File: src/rtl/stream_mux_rr.sv
// stream_mux_rr: N-channel valid/ready stream multiplexer with packet lock,
// forced-select bypass and one registered output stage.
// Optional feature macro: STREAM_MUX_RR_EN selects round-robin arbitration.
// Without it, the lowest valid channel index wins and no rr pointer exists.
module stream_mux_rr #(
    parameter int  nBit = 8,
    parameter int  nCh  = 8,
    localparam int SelW = $clog2(nCh)
) (
    input  logic                clk,
    input  logic                rst_n,
    input  logic [nCh*nBit-1:0] in_data,
    input  logic [nCh-1:0]      in_valid,
    input  logic [nCh-1:0]      in_last,
    output logic [nCh-1:0]      in_ready,
    input  logic                force_en,
    input  logic [SelW-1:0]     force_sel,
    output logic [nBit-1:0]     out_data,
    output logic                out_last,
    output logic [SelW-1:0]     out_sel,
    output logic                out_valid,
    input  logic                out_ready
);
    localparam logic [0:0] ST_UNLOCKED = 1'b0;
    localparam logic [0:0] ST_LOCKED   = 1'b1;

    logic [0:0]      state_q, state_d;
    logic [SelW-1:0] lock_ch_q, lock_ch_d;
    logic [nBit-1:0] ch_data [nCh];
    logic [SelW-1:0] gnt, idx;
    logic            gnt_vld, load, xfer;

    logic            out_valid_q, out_valid_d;
    logic [nBit-1:0] out_data_q, out_data_d;
    logic            out_last_q, out_last_d;
    logic [SelW-1:0] out_sel_q, out_sel_d;

`ifdef STREAM_MUX_RR_EN
    logic [SelW-1:0] rr_ptr_q, rr_ptr_d;
`endif

    for (genvar c = 0; c < nCh; c++) begin : g_unpack
        assign ch_data[c] = in_data[c*nBit +: nBit];
    end

    // Output register takes a new beat when empty or being drained this cycle.
    assign load = !out_valid_q || out_ready;
    assign xfer = gnt_vld && load && in_valid[gnt];

    // Grant: lock owner wins, then forced select, then arbitration.
    always_comb begin
        gnt     = '0;
        gnt_vld = 1'b0;
        idx     = '0;
        if (state_q == ST_LOCKED) begin
            gnt     = lock_ch_q;
            gnt_vld = 1'b1;
        end else if (force_en) begin
            if (int'(force_sel) < nCh) begin
                gnt     = force_sel;
                gnt_vld = 1'b1;
            end
        end else begin
`ifdef STREAM_MUX_RR_EN
            // Walk backwards so the earliest hit after rr_ptr is the final write.
            for (int k = nCh; k >= 1; k--) begin
                idx = SelW'((int'(rr_ptr_q) + k) % nCh);
                if (in_valid[idx]) begin
                    gnt     = idx;
                    gnt_vld = 1'b1;
                end
            end
`else
            for (int i = nCh - 1; i >= 0; i--) begin
                idx = SelW'(i);
                if (in_valid[idx]) begin
                    gnt     = idx;
                    gnt_vld = 1'b1;
                end
            end
`endif
        end
    end

    // Ready goes only to the granted channel, independent of its own valid.
    always_comb begin
        in_ready = '0;
        if (gnt_vld && load) in_ready = nCh'(1) << gnt;
    end

    // Output stage next state: capture on transfer, drop valid when drained.
    always_comb begin
        out_valid_d = out_valid_q;
        out_data_d  = out_data_q;
        out_last_d  = out_last_q;
        out_sel_d   = out_sel_q;
        if (xfer) begin
            out_valid_d = 1'b1;
            out_data_d  = ch_data[gnt];
            out_last_d  = in_last[gnt];
            out_sel_d   = gnt;
        end else if (out_ready) begin
            out_valid_d = 1'b0;
        end
    end

    // Packet lock: enter on a non-last beat, leave on the owner's last beat.
    always_comb begin
        state_d   = state_q;
        lock_ch_d = lock_ch_q;
        if (xfer) begin
            if (state_q == ST_UNLOCKED && !in_last[gnt]) begin
                state_d   = ST_LOCKED;
                lock_ch_d = gnt;
            end else if (state_q == ST_LOCKED && in_last[gnt]) begin
                state_d = ST_UNLOCKED;
            end
        end
    end

`ifdef STREAM_MUX_RR_EN
    // Pointer follows the winner of each unlocked transfer only.
    always_comb begin
        rr_ptr_d = rr_ptr_q;
        if (xfer && state_q == ST_UNLOCKED) rr_ptr_d = gnt;
    end

    // Pointer register; reset to nCh-1 so channel 0 is searched first.
    always_ff @(posedge clk or negedge rst_n) begin
        if (!rst_n) rr_ptr_q <= SelW'(nCh - 1);
        else        rr_ptr_q <= rr_ptr_d;
    end
`endif

    // State and output registers; reset drops any lock and held beat.
    always_ff @(posedge clk or negedge rst_n) begin
        if (!rst_n) begin
            state_q     <= ST_UNLOCKED;
            lock_ch_q   <= '0;
            out_valid_q <= 1'b0;
            out_data_q  <= '0;
            out_last_q  <= 1'b0;
            out_sel_q   <= '0;
        end else begin
            state_q     <= state_d;
            lock_ch_q   <= lock_ch_d;
            out_valid_q <= out_valid_d;
            out_data_q  <= out_data_d;
            out_last_q  <= out_last_d;
            out_sel_q   <= out_sel_d;
        end
    end

    assign out_valid = out_valid_q;
    assign out_data  = out_data_q;
    assign out_last  = out_last_q;
    assign out_sel   = out_sel_q;
endmodule

File: config.mk
export PLATFORM = sky130hd
export DESIGN_NAME = stream_mux_rr
export DESIGN_NICKNAME = d
export VERILOG_FILES = /design/src/rtl/stream_mux_rr.sv
export SDC_FILE = /design/constraint.sdc
export NUM_CORES = 1
export LEC_CHECK = 0
export BUFFER_PORTS_ARGS = -buffer_cell sky130_fd_sc_hd__buf_4
export CAP_MARGIN = 20
export CELL_PAD_IN_SITES_DETAIL_PLACEMENT = 1
export CELL_PAD_IN_SITES_GLOBAL_PLACEMENT = 1
export CORE_ASPECT_RATIO = 1.1
export CORE_MARGIN = 10
export CORE_UTILIZATION = 27
export CTS_BUF_LIST = sky130_fd_sc_hd__clkbuf_8
export CTS_CLUSTER_SIZE = 30
export DETAILED_ROUTE_END_ITERATION = 12
export GPL_TIMING_DRIVEN = 1
export PLACE_DENSITY_LB_ADDON = 0.1
export SETUP_SLACK_MARGIN = 0.3
export SLEW_MARGIN = 20
export SYNTH_ARGS = -nofsm -noshare
export SYNTH_HDL_FRONTEND = slang
export SYNTH_SLANG_ARGS = --single-unit
export TNS_END_PERCENT = 1
File: constraint.sdc
create_clock -name clk -period 2.3 [get_ports clk]
set_input_delay 0 -clock clk [delete_from_list [all_inputs] [get_ports clk]]
set_output_delay 0 -clock clk [all_outputs]
set_load 0.02 [all_outputs]
==> Flow_metrics.wiki, run 1 <==
{| class="wikitable"
! Metric !! Value
|-
| Outcome || finished with violations
|-
| Failing checks || setup timing
|-
| Initial antenna violation count || 0
|-
| Vias per inst || 5.13
|-
| Most used flip-flop cell after synthesis || dfrtp_1
|-
| Data required time of the worst path || 2.44 ns
|-
| Clock Tree Root || clkbuf_8
|-
| Sequential area share after synthesis || 25.0%
|-
| Routed Wire Length || 7790 um
|-
| Relative contribution of sequential cells to total power || 16.9%
|-
| Average footprint of a synthesized cell || 8.64 um2
|-
| Total length of routed met3 wires || 553 um
|-
| Bufs on Longest Clock Path || 2
|-
| Register clock-pin slew on the reported worst setup and hold paths || 0.07 ns
|-
| Number of design rule violations left after detail routing || 0
|-
| Final cell area excluding filler cells || 0.00293 mm2
|-
| Met2 wire length || 4150 um
|-
| Post-route setup TNS || -0.00910 ns
|-
| Comb pwr share || 76.2%
|-
| Setup ws final || -0.00910 ns
|-
| Wire length of the first global-routing pass || 11300 um
|-
| Num CTS Buffers || 3
|-
| Count of distinct cell types in the synthesized netlist || 44
|-
| Endpoints failing setup || 1
|-
| Type of element launching the critical path || flip-flop
|-
| HPWL reported at the end of detailed placement || 6340 um
|-
| Highest fanout seen on the critical path || 7
|-
| Setup crit end kind || flip-flop
|-
| Path type of the worst min-delay path || in2reg
|-
| Slew Viols, Final || 0
|-
| Total power consumption of the routed design || 3.30 mW
|-
| Antenna diode count || 0
|-
| Pwr/cell area || 1130 mW/mm2
|-
| Hold Slack || 0.0494 ns
|-
| Uppermost layer routed || met4
|-
| Post-Route M1 WL || 3050 um
|-
| Register area || 427 um2
|-
| Top cell type by total area after synthesis || dfrtp_1
|-
| Net switching fraction of the power || 45.4%
|-
| Netlist area before placement || 0.00170 mm2
|-
| Critical path data arrival time || 2.45 ns
|-
| Fraction of synthesis flops using an asynchronous set or reset pin || 100%
|-
| Initial cell density of the core || 27.6%
|-
| Final hold violations || 0
|-
| Count of antenna-violating nets left after detailed routing || 0
|-
| # fillers || 743
|-
| Cell with the most instances after synthesis || a21oi_1
|-
| Nets in the synthesized netlist || 285
|-
| Number of DRC markers in iteration 0 || 29
|-
| Category of the most critical setup path || reg2reg
|-
| Max-capacitance violation count || 0
|-
| GR Util All Layers || 14.4%
|-
| Static Leak || 1.44 nW
|-
| Area growth from synthesis to layout || 72.3%
|-
| Count of boundary I/O pins || 108
|-
| Top area cells in the synthesized netlist || dfrtp_1 25%, mux2i_1 11%, a21oi_1 7.1%, a221o_1 5.3%, nand2b_1 5.1%
|-
| Multi-input combinational cell area || 0.00125 mm2
|-
| Number of nets in the layout || 414
|-
| NetSw || 1.50 mW
|-
| Clock tree from TritonCTS || built
|-
| Max frequency || 433 MHz
|-
| Die width || 95.7 um
|-
| Synth warnings || 0
|-
| Clock group share of total power || 6.9%
|-
| Worst-margin pin slew || 0.405 ns
|-
| Post-place instance area || 0.00271 mm2
|-
| Relative max-transition margin || 72.9%
|-
| RSZ-0062 raised after global routing || yes
|-
| Sinks on Clock Net || 17
|-
| Top-area cell type share of the netlist area || 25.0%
|-
| Skew final || 0.000897 ns
|-
| Maximum number of pins on one net before global-route repair || 32
|-
| Internal cell power || 1.80 mW
|-
| Count of standard-cell rows || 30
|-
| Number of detailed-routing iterations run before antenna repair || 4
|-
| Post-synthesis cell count || 197
|-
| Core box area || 0.00616 mm2
|-
| Die area || 0.00988 mm2
|-
| Quantity of I/O buffers inserted on ports || 107
|-
| Global route total overflow || 0
|-
| Share of post-route cells with drive strength above 1 || 52.9%
|-
| Via count of the first global-routing pass || 2176
|-
| Average wire per standard cell || 19.2 um
|-
| Number of enable-type register cells in the synthesized netlist || 0
|-
| Vias || 2078
|-
| Worst-Skew Late Latency || 0.25 ns
|-
| Peak supply drop || 0.514 mV
|-
| Crit share post-route || 100%
|-
| List of most frequent post-synthesis cells || 24 x a21oi_1, 19 x mux2i_1, 17 x dfrtp_1
|-
| RD Place Congestion || 0.844
|-
| Number of synthesized register bits || 17
|-
| H-tree depth || 1
|-
| Final worst path period need || 2.31 ns
|-
| Vert. Die Dim || 103 um
|}
## final timing paths
kind,from,endpoint,slack [ns],cells after the start
max reg2reg,state_q$_DFFE_PN0P_,lock_ch_q[0]$_DFFE_PN0P_,-0.009,9
min in group asynchronous,rst_n,lock_ch_q[2]$_DFFE_PN0P_,0.15,2
max in group asynchronous,rst_n,state_q$_DFFE_PN0P_,1.95,2
max,state_q$_DFFE_PN0P_,lock_ch_q[0]$_DFFE_PN0P_,-0.009,9
min reg2reg,out_sel[0]$_DFFE_PN0P_,out_sel[0]$_DFFE_PN0P_,0.51,1
min,out_ready,out_valid$_DFFE_PN0P_,0.05,4
## repair_timing
action                                  in CTS  in global routing
setup buffers                                2                  5
resized for setup                           13                 15
hold buffers                                 1                  0
hold endpoints to repair                    17                  0
pin swaps                                    7                 11
endpoints found under the setup margin      21                 22
## logic make-up (layout without fill, tap and decap cells)
logic type / Yosys count / count (layout) / share of synthesized area [%]
buffers and inverters: 22 / 150 / 7.57
DFF: 17 / 17 / 25.0
muxes: 23 / 23 / 13.8
and+or+nand+nor: 51 / 51 / 15.4
AOI/OAI and AO/OA: 83 / 83 / 37.4
adders and majority gates: 1 / 1 / 0.735
## critical path, cell delays in order (launching register included)
cell and delay, ns:
dfrtp_2 0.49, nand2_2 0.11, o21ai_2 0.07, a31oi_4 0.28, a21oi_2 0.09, a22o_1 0.24
a221o_1 0.37, ha_4 0.19, nand2_4 0.07, mux2_4 0.30
## sequential cells by signal (all words and copies together) (netlist names)
register / cells
out_last: 1
out_data: 8
state_q: 1
lock_ch_q: 3
out_valid: 1
out_sel: 3
## cell usage in the layout, fill, tap and decap left out, drive strengths merged, types with 2 or more instances in the layout
cell      n
buf     138
nor2     18
inv       8
nand2     6
dfrtp    17
mux2i    19
nand2b   14
a211oi   10
o21ai     4
or2       2
a221o     9
a21o     10
a31oi     4
clkbuf    3
o211ai    2
a21oi    24
a31o      4
nand3     3
mux2      4
a22o      9
nor3      5
o31ai     2
## power by group through the flow
stage	logic [mW]	clock network, mW	registers, mW
finish	2.52	0.229	0.559
global route	2.72	0.249	0.580
CTS	2.38	0.235	0.556
detailed placement	2.26	0	0.560
global placement	2.22	0	0.557
floorplan	1.34	0	0.658
## final cells by class
| class | instances | share of cell area, % |
|---|---|---|
| clock inverter | 1 | 0.128 |
| timing repair buffer | 139 | 37.0 |
| clock buffer | 3 | 1.41 |
| multi-input combinational | 158 | 42.6 |
| sequential | 17 | 14.6 |
| inverter | 7 | 0.896 |
| tap | 80 | 3.41 |
## per-layer routing
layer	vias up	global-route usage, %
met4	0	1.70
met3	2	4.40
li1	1002	-
met1	1009	15.9
met5	-	0
met2	65	27.1
## per-stage QoR
stage / setup slack, ns / util [%] / std cells
after floorplan: -0.184 / - / 197
after detailed placement: -0.122 / 44.0 / 393
after CTS: -0.00697 / 45.9 / 400
after global routing: -0.117 / 47.6 / 405
after global placement: -0.0818 / 44.0 / 393
final: -0.00910 / 47.6 / 405
No activity file was read; power rests on OpenSTA's default activity.
==> inputs of run 2 (changes only) <==
--- a/config.mk
+++ b/config.mk
@@ -15,9 +15,10 @@
 export CTS_BUF_LIST = sky130_fd_sc_hd__clkbuf_8
 export CTS_CLUSTER_SIZE = 30
 export DETAILED_ROUTE_END_ITERATION = 12
-export GPL_TIMING_DRIVEN = 1
+export GPL_ROUTABILITY_DRIVEN = 0
 export PLACE_DENSITY_LB_ADDON = 0.1
 export SETUP_SLACK_MARGIN = 0.3
+export SKIP_CTS_REPAIR_TIMING = 1
 export SLEW_MARGIN = 20
 export SYNTH_ARGS = -nofsm -noshare
 export SYNTH_HDL_FRONTEND = slang
==> Flow_metrics.wiki, run 2 (same netlist as run 1, synthesis figures left out) <==
{| class="wikitable"
! Metric !! Value
|-
| Average wire per standard cell || 19.2 um
|-
| Die width || 95.7 um
|-
| RSZ-0062 raised after global routing || yes
|-
| Number of design rule violations left after detail routing || 0
|-
| Count of standard-cell rows || 30
|-
| Quantity of I/O buffers inserted on ports || 107
|-
| Failing checks || setup timing
|-
| Initial antenna violation count || 0
|-
| Hold Slack || 0.0501 ns
|-
| Count of antenna-violating nets left after detailed routing || 0
|-
| Core box area || 0.00616 mm2
|-
| Skew final || 0.00166 ns
|-
| Routed Wire Length || 7720 um
|-
| Pwr/cell area || 1110 mW/mm2
|-
| Worst R2R Setup Slack || -0.02 ns
|-
| Most common library cell in the layout ignoring fill and taps || buf_4
|-
| Vert. Die Dim || 103 um
|-
| Critical path data arrival time || 2.46 ns
|-
| Static Leak || 1.43 nW
|-
| Buffers and inverters on the worst path || 1
|-
| Num CTS Buffers || 3
|-
| Number of nets in the layout || 410
|-
| Total power consumption of the routed design || 3.21 mW
|-
| H-tree depth || 1
|-
| Share of the core filled with cells || 46.8%
|-
| HPWL reported at the end of detailed placement || 6340 um
|-
| Category of the most critical setup path || reg2reg
|-
| Outcome || finished with violations
|-
| Peak supply drop || 0.505 mV
|-
| Vias || 2042
|-
| GR Util All Layers || 14.3%
|-
| Slew Viols, Final || 0
|-
| Number of detailed-routing iterations run before antenna repair || 4
|-
| Global route total overflow || 0
|-
| Setup ws final || -0.0204 ns
|-
| Worst Setup Slack post-DPL || -0.122 ns
|-
| Biggest cell delay along the critical path || 0.44 ns
|-
| Worst setup path start || state_q$_DFFE_PN0P_
|-
| Final worst path period need || 2.32 ns
|-
| Register clock-pin slew on the reported worst setup and hold paths || 0.07 ns
|-
| Path type of the worst min-delay path || in2reg
|-
| Setup crit end kind || flip-flop
|-
| Data required time of the worst path || 2.44 ns
|-
| Final hold violations || 0
|-
| Bufs on Longest Clock Path || 2
|-
| Max frequency || 431 MHz
|-
| Reg2reg start || state_q$_DFFE_PN0P_
|-
| Worst path slowest cell || dfrtp_2
|-
| Maximum number of pins on one net before global-route repair || 32
|-
| Clock Tree Root || clkbuf_8
|-
| Antenna diode count || 0
|-
| Count of boundary I/O pins || 108
|-
| Wire length of the first global-routing pass || 11200 um
|-
| Worst hold path startpoint || out_ready
|-
| Top library cells by usage in the layout, fill and taps aside || 126 x buf_4, 23 x a21oi_1, 19 x mux2i_1
|-
| Endpoints failing setup || 2
|-
| Ordered cell list for the critical path || buf_6 > nand2b_4 > a31oi_4 > a21oi_2 > a22o_1 > a221o_1 > ha_4 > nand2_4 > mux2_4
|-
| Sinks on Clock Net || 17
|-
| Vias per inst || 5.09
|-
| Crit share post-route || 101%
|-
| Critical path's top delay family || compound AO/OA/AOI/OAI gates
|-
| Type of element launching the critical path || flip-flop
|-
| Highest fanout seen on the critical path || 6
|-
| Relative max-transition margin || 72.5%
|-
| Via count of the first global-routing pass || 2138
|-
| # fillers || 743
|-
| Max-capacitance violation count || 0
|-
| Die area || 0.00988 mm2
|-
| Number of DRC markers in iteration 0 || 39
|-
| Worst-Skew Late Latency || 0.25 ns
|-
| Worst-margin pin slew || 0.410 ns
|-
| Flip-flop count of the largest register after layout || 8
|-
| Share of post-route cells with drive strength above 1 || 52.0%
|-
| Clock tree from TritonCTS || built
|-
| Area growth from synthesis to layout || 69.3%
|-
| Initial cell density of the core || 27.6%
|}
run 2: worst paths after layout:
kind / end / depth (start not counted)
worst min register to register: out_sel[0]$_DFFE_PN0P_ / 1
min in group asynchronous: out_sel[1]$_DFFE_PN0P_ / 2
worst max register to register: lock_ch_q[0]$_DFFE_PN0P_ / 9
worst min-delay path: out_valid$_DFFE_PN0P_ / 4
max in group asynchronous: state_q$_DFFE_PN0P_ / 2
worst max-delay path: lock_ch_q[0]$_DFFE_PN0P_ / 9
run 2: per-layer routing:
metal | GRT usage (%) | routed length, um | up-vias
li1 | - | - | 998
met1 | 15.8 | 3030 | 976
met2 | 26.6 | 4090 | 64
met3 | 4.48 | 550 | 4
met4 | 2.27 | 57 | 0
met5 | 0 | 0 | -
run 2: cell type report:
| type | instances | area (um2) | area share (%) |
|---|---|---|---|
| Tap cell | 80 | 100 | 3.48 |
| Timing Repair Buffer | 135 | 1050 | 36.3 |
| Clock buffer | 3 | 41.3 | 1.43 |
| Sequential cell | 17 | 427 | 14.8 |
| Multi-Input combinational cell | 158 | 1240 | 42.9 |
| Inverter | 7 | 26.3 | 0.912 |
| Clock inverter | 1 | 3.75 | 0.130 |
run 2: where the power goes:
part | switching, mW | internal [mW]
clock | 0.110 | 0.119
sequential | 0.101 | 0.452
combinational | 1.25 | 1.18
total | 1.47 | 1.75
run 2: worst reg2reg max path, cell delays in order (launching register included):
cell      delay [ns]
dfrtp_2         0.44
buf_6           0.14
nand2b_4        0.07
a31oi_4         0.27
a21oi_2         0.10
a22o_1          0.23
a221o_1         0.40
ha_4            0.19
nand2_4         0.07
mux2_4          0.30
run 2: per-stage QoR:
stage | instance area, um2 | instances | TNS, ns
after floorplan | 1730 | 197 | -0.533
after global placement | 2710 | 393 | -0.237
after detailed placement | 2710 | 393 | -0.446
after CTS | 2750 | 397 | -0.701
after global routing | 2880 | 401 | -0.435
final | 2880 | 401 | -0.0310
==> inputs of run 3 (changes only) <==
--- a/config.mk
+++ b/config.mk
@@ -17,7 +17,6 @@
 export DETAILED_ROUTE_END_ITERATION = 12
 export GPL_ROUTABILITY_DRIVEN = 0
 export PLACE_DENSITY_LB_ADDON = 0.1
-export SETUP_SLACK_MARGIN = 0.3
 export SKIP_CTS_REPAIR_TIMING = 1
 export SLEW_MARGIN = 20
 export SYNTH_ARGS = -nofsm -noshare
==> Flow_metrics.wiki, run 3 (same netlist as run 1, synthesis figures left out) <==
{| class="wikitable"
! Metric !! Value
|-
| Num CTS Buffers || 3
|-
| Count of standard-cell rows || 30
|-
| Hold Path Stages || 4
|-
| Failing checks || setup timing
|-
| Max-capacitance violation count || 0
|-
| Path type of the worst min-delay path || in2reg
|-
| Crit share post-route || 101%
|-
| H-tree depth || 1
|-
| Category of the most critical setup path || reg2reg
|-
| Final worst path period need || 2.32 ns
|-
| Count of boundary I/O pins || 108
|-
| Worst-Skew Late Latency || 0.25 ns
|-
| Area growth from synthesis to layout || 67.9%
|-
| Antenna diode count || 0
|-
| Average wire per standard cell || 19.2 um
|-
| Bufs on Longest Clock Path || 2
|-
| Vert. Die Dim || 103 um
|-
| Relative max-transition margin || 72.5%
|-
| Top library cells by usage in the layout, fill and taps aside || 128 x buf_4, 23 x a21oi_1, 19 x mux2i_1
|-
| Maximum number of pins on one net before global-route repair || 32
|-
| Initial antenna violation count || 0
|-
| Peak supply drop || 0.518 mV
|-
| Type of element launching the critical path || flip-flop
|-
| Sinks on Clock Net || 17
|-
| RSZ-0062 raised after global routing || yes
|-
| Endpoints failing setup || 2
|-
| Number of nets in the layout || 410
|-
| GR Util All Layers || 14.3%
|-
| Vias per inst || 5.10
|-
| Core box area || 0.00616 mm2
|-
| Hold Slack || 0.0371 ns
|-
| Final hold violations || 0
|-
| Share of post-route cells with drive strength above 1 || 50.8%
|-
| Number of cells on the worst reg-to-reg path || 9
|-
| Critical path data arrival time || 2.46 ns
|-
| Flip-flop count of the largest register after layout || 8
|-
| Vias || 2046
|-
| Clock Tree Root || clkbuf_8
|-
| Initial cell density of the core || 27.6%
|-
| Skew final || 0.00219 ns
|-
| Worst R2R Setup Slack || -0.02 ns
|-
| Die area || 0.00988 mm2
|-
| Setup crit end kind || flip-flop
|-
| Most common library cell in the layout ignoring fill and taps || buf_4
|-
| Via count of the first global-routing pass || 2138
|-
| Wire length of the first global-routing pass || 11200 um
|-
| Reg2reg start || state_q$_DFFE_PN0P_
|-
| Global route total overflow || 0
|-
| Outcome || finished with violations
|-
| Setup ws final || -0.0202 ns
|-
| Worst-margin pin slew || 0.410 ns
|-
| Number of detailed-routing iterations run before antenna repair || 4
|-
| Number of design rule violations left after detail routing || 0
|-
| Clock tree from TritonCTS || built
|-
| Routed Wire Length || 7710 um
|-
| HPWL reported at the end of detailed placement || 6340 um
|-
| Highest fanout seen on the critical path || 6
|-
| Die width || 95.7 um
|-
| Static Leak || 1.42 nW
|-
| Count of antenna-violating nets left after detailed routing || 0
|-
| End of the worst register-to-register path || lock_ch_q[0]$_DFFE_PN0P_
|-
| Total power consumption of the routed design || 3.18 mW
|-
| Quantity of I/O buffers inserted on ports || 107
|-
| Slew Viols, Final || 0
|-
| Max frequency || 431 MHz
|-
| Data required time of the worst path || 2.44 ns
|-
| Pwr/cell area || 1110 mW/mm2
|-
| Hold Path End || out_valid$_DFFE_PN0P_
|-
| Number of DRC markers in iteration 0 || 38
|-
| Register clock-pin slew on the reported worst setup and hold paths || 0.07 ns
|-
| Worst hold path startpoint || out_ready
|-
| # fillers || 741
|}
[run 3: cell types whose count changed in the layout (fill, tap and decap cells not counted)]
cell and change:
buf_4 +2, buf_6 -2, nand2b_1 +1, nand2b_4 -1, nor2_1 +2, nor2_2 -2, or2_1 +1, or2_4 -1
[run 3: final cells by class]
cell class | instances | area (um2) | area share [%]
clock buffers | 3 | 41.3 | 1.44
clock inverters | 1 | 3.75 | 0.131
inverters | 7 | 26.3 | 0.919
multi-input cells | 158 | 1220 | 42.7
flip-flops and latches | 17 | 427 | 14.9
well taps | 80 | 100 | 3.50
repair buffers | 135 | 1040 | 36.3
[run 3: power by group]
group          switching, mW  internal [mW]
clock network          0.109          0.119
logic                   1.24           1.16
registers              0.100          0.452
[run 3: how the worst max path moves through the flow]
stage | from | end | slack, ns | depth (start not counted)
CTS | state_q$_DFFE_PN0P_ | lock_ch_q[0]$_DFFE_PN0P_ | -0.15 | 9
finish | state_q$_DFFE_PN0P_ | lock_ch_q[0]$_DFFE_PN0P_ | -0.02 | 9
global placement | state_q$_DFFE_PN0P_ | lock_ch_q[0]$_DFFE_PN0P_ | -0.08 | 9
global route | state_q$_DFFE_PN0P_ | lock_ch_q[0]$_DFFE_PN0P_ | -0.10 | 9
floorplan | state_q$_DFFE_PN0P_ | lock_ch_q[0]$_DFFE_PN0P_ | -0.18 | 11
detailed placement | state_q$_DFFE_PN0P_ | lock_ch_q[0]$_DFFE_PN0P_ | -0.12 | 9
[run 3: layer usage]
metal	part of all wire (%)	vias to the layer above	GRT usage (%)
met2	53	64	26.6
met4	0.74	0	2.27
met1	39	981	15.8
met5	0	-	0
met3	7.6	4	4.48
li1	-	997	-
[run 3: stage by stage]
stage | worst slack, ns | utilization, % | TNS (ns) | area (um2) | instances
after detailed placement | -0.122 | 44.0 | -0.446 | 2710 | 393
final | -0.0202 | 46.4 | -0.0310 | 2860 | 401
after CTS | -0.149 | 44.7 | -0.701 | 2750 | 397
after global routing | -0.103 | 46.4 | -0.466 | 2860 | 401
after floorplan | -0.184 | - | -0.533 | 1730 | 197
after global placement | -0.0818 | 44.0 | -0.237 | 2710 | 393
[run 3: worst max-delay path, stage by stage, from the launching register on]
cell and delay, ns:
dfrtp_2 0.44, buf_6 0.14, nand2b_4 0.07, a31oi_4 0.27, a21oi_2 0.09, a22o_1 0.23, a221o_1 0.40, ha_4 0.19
nand2_4 0.07, mux2_4 0.30
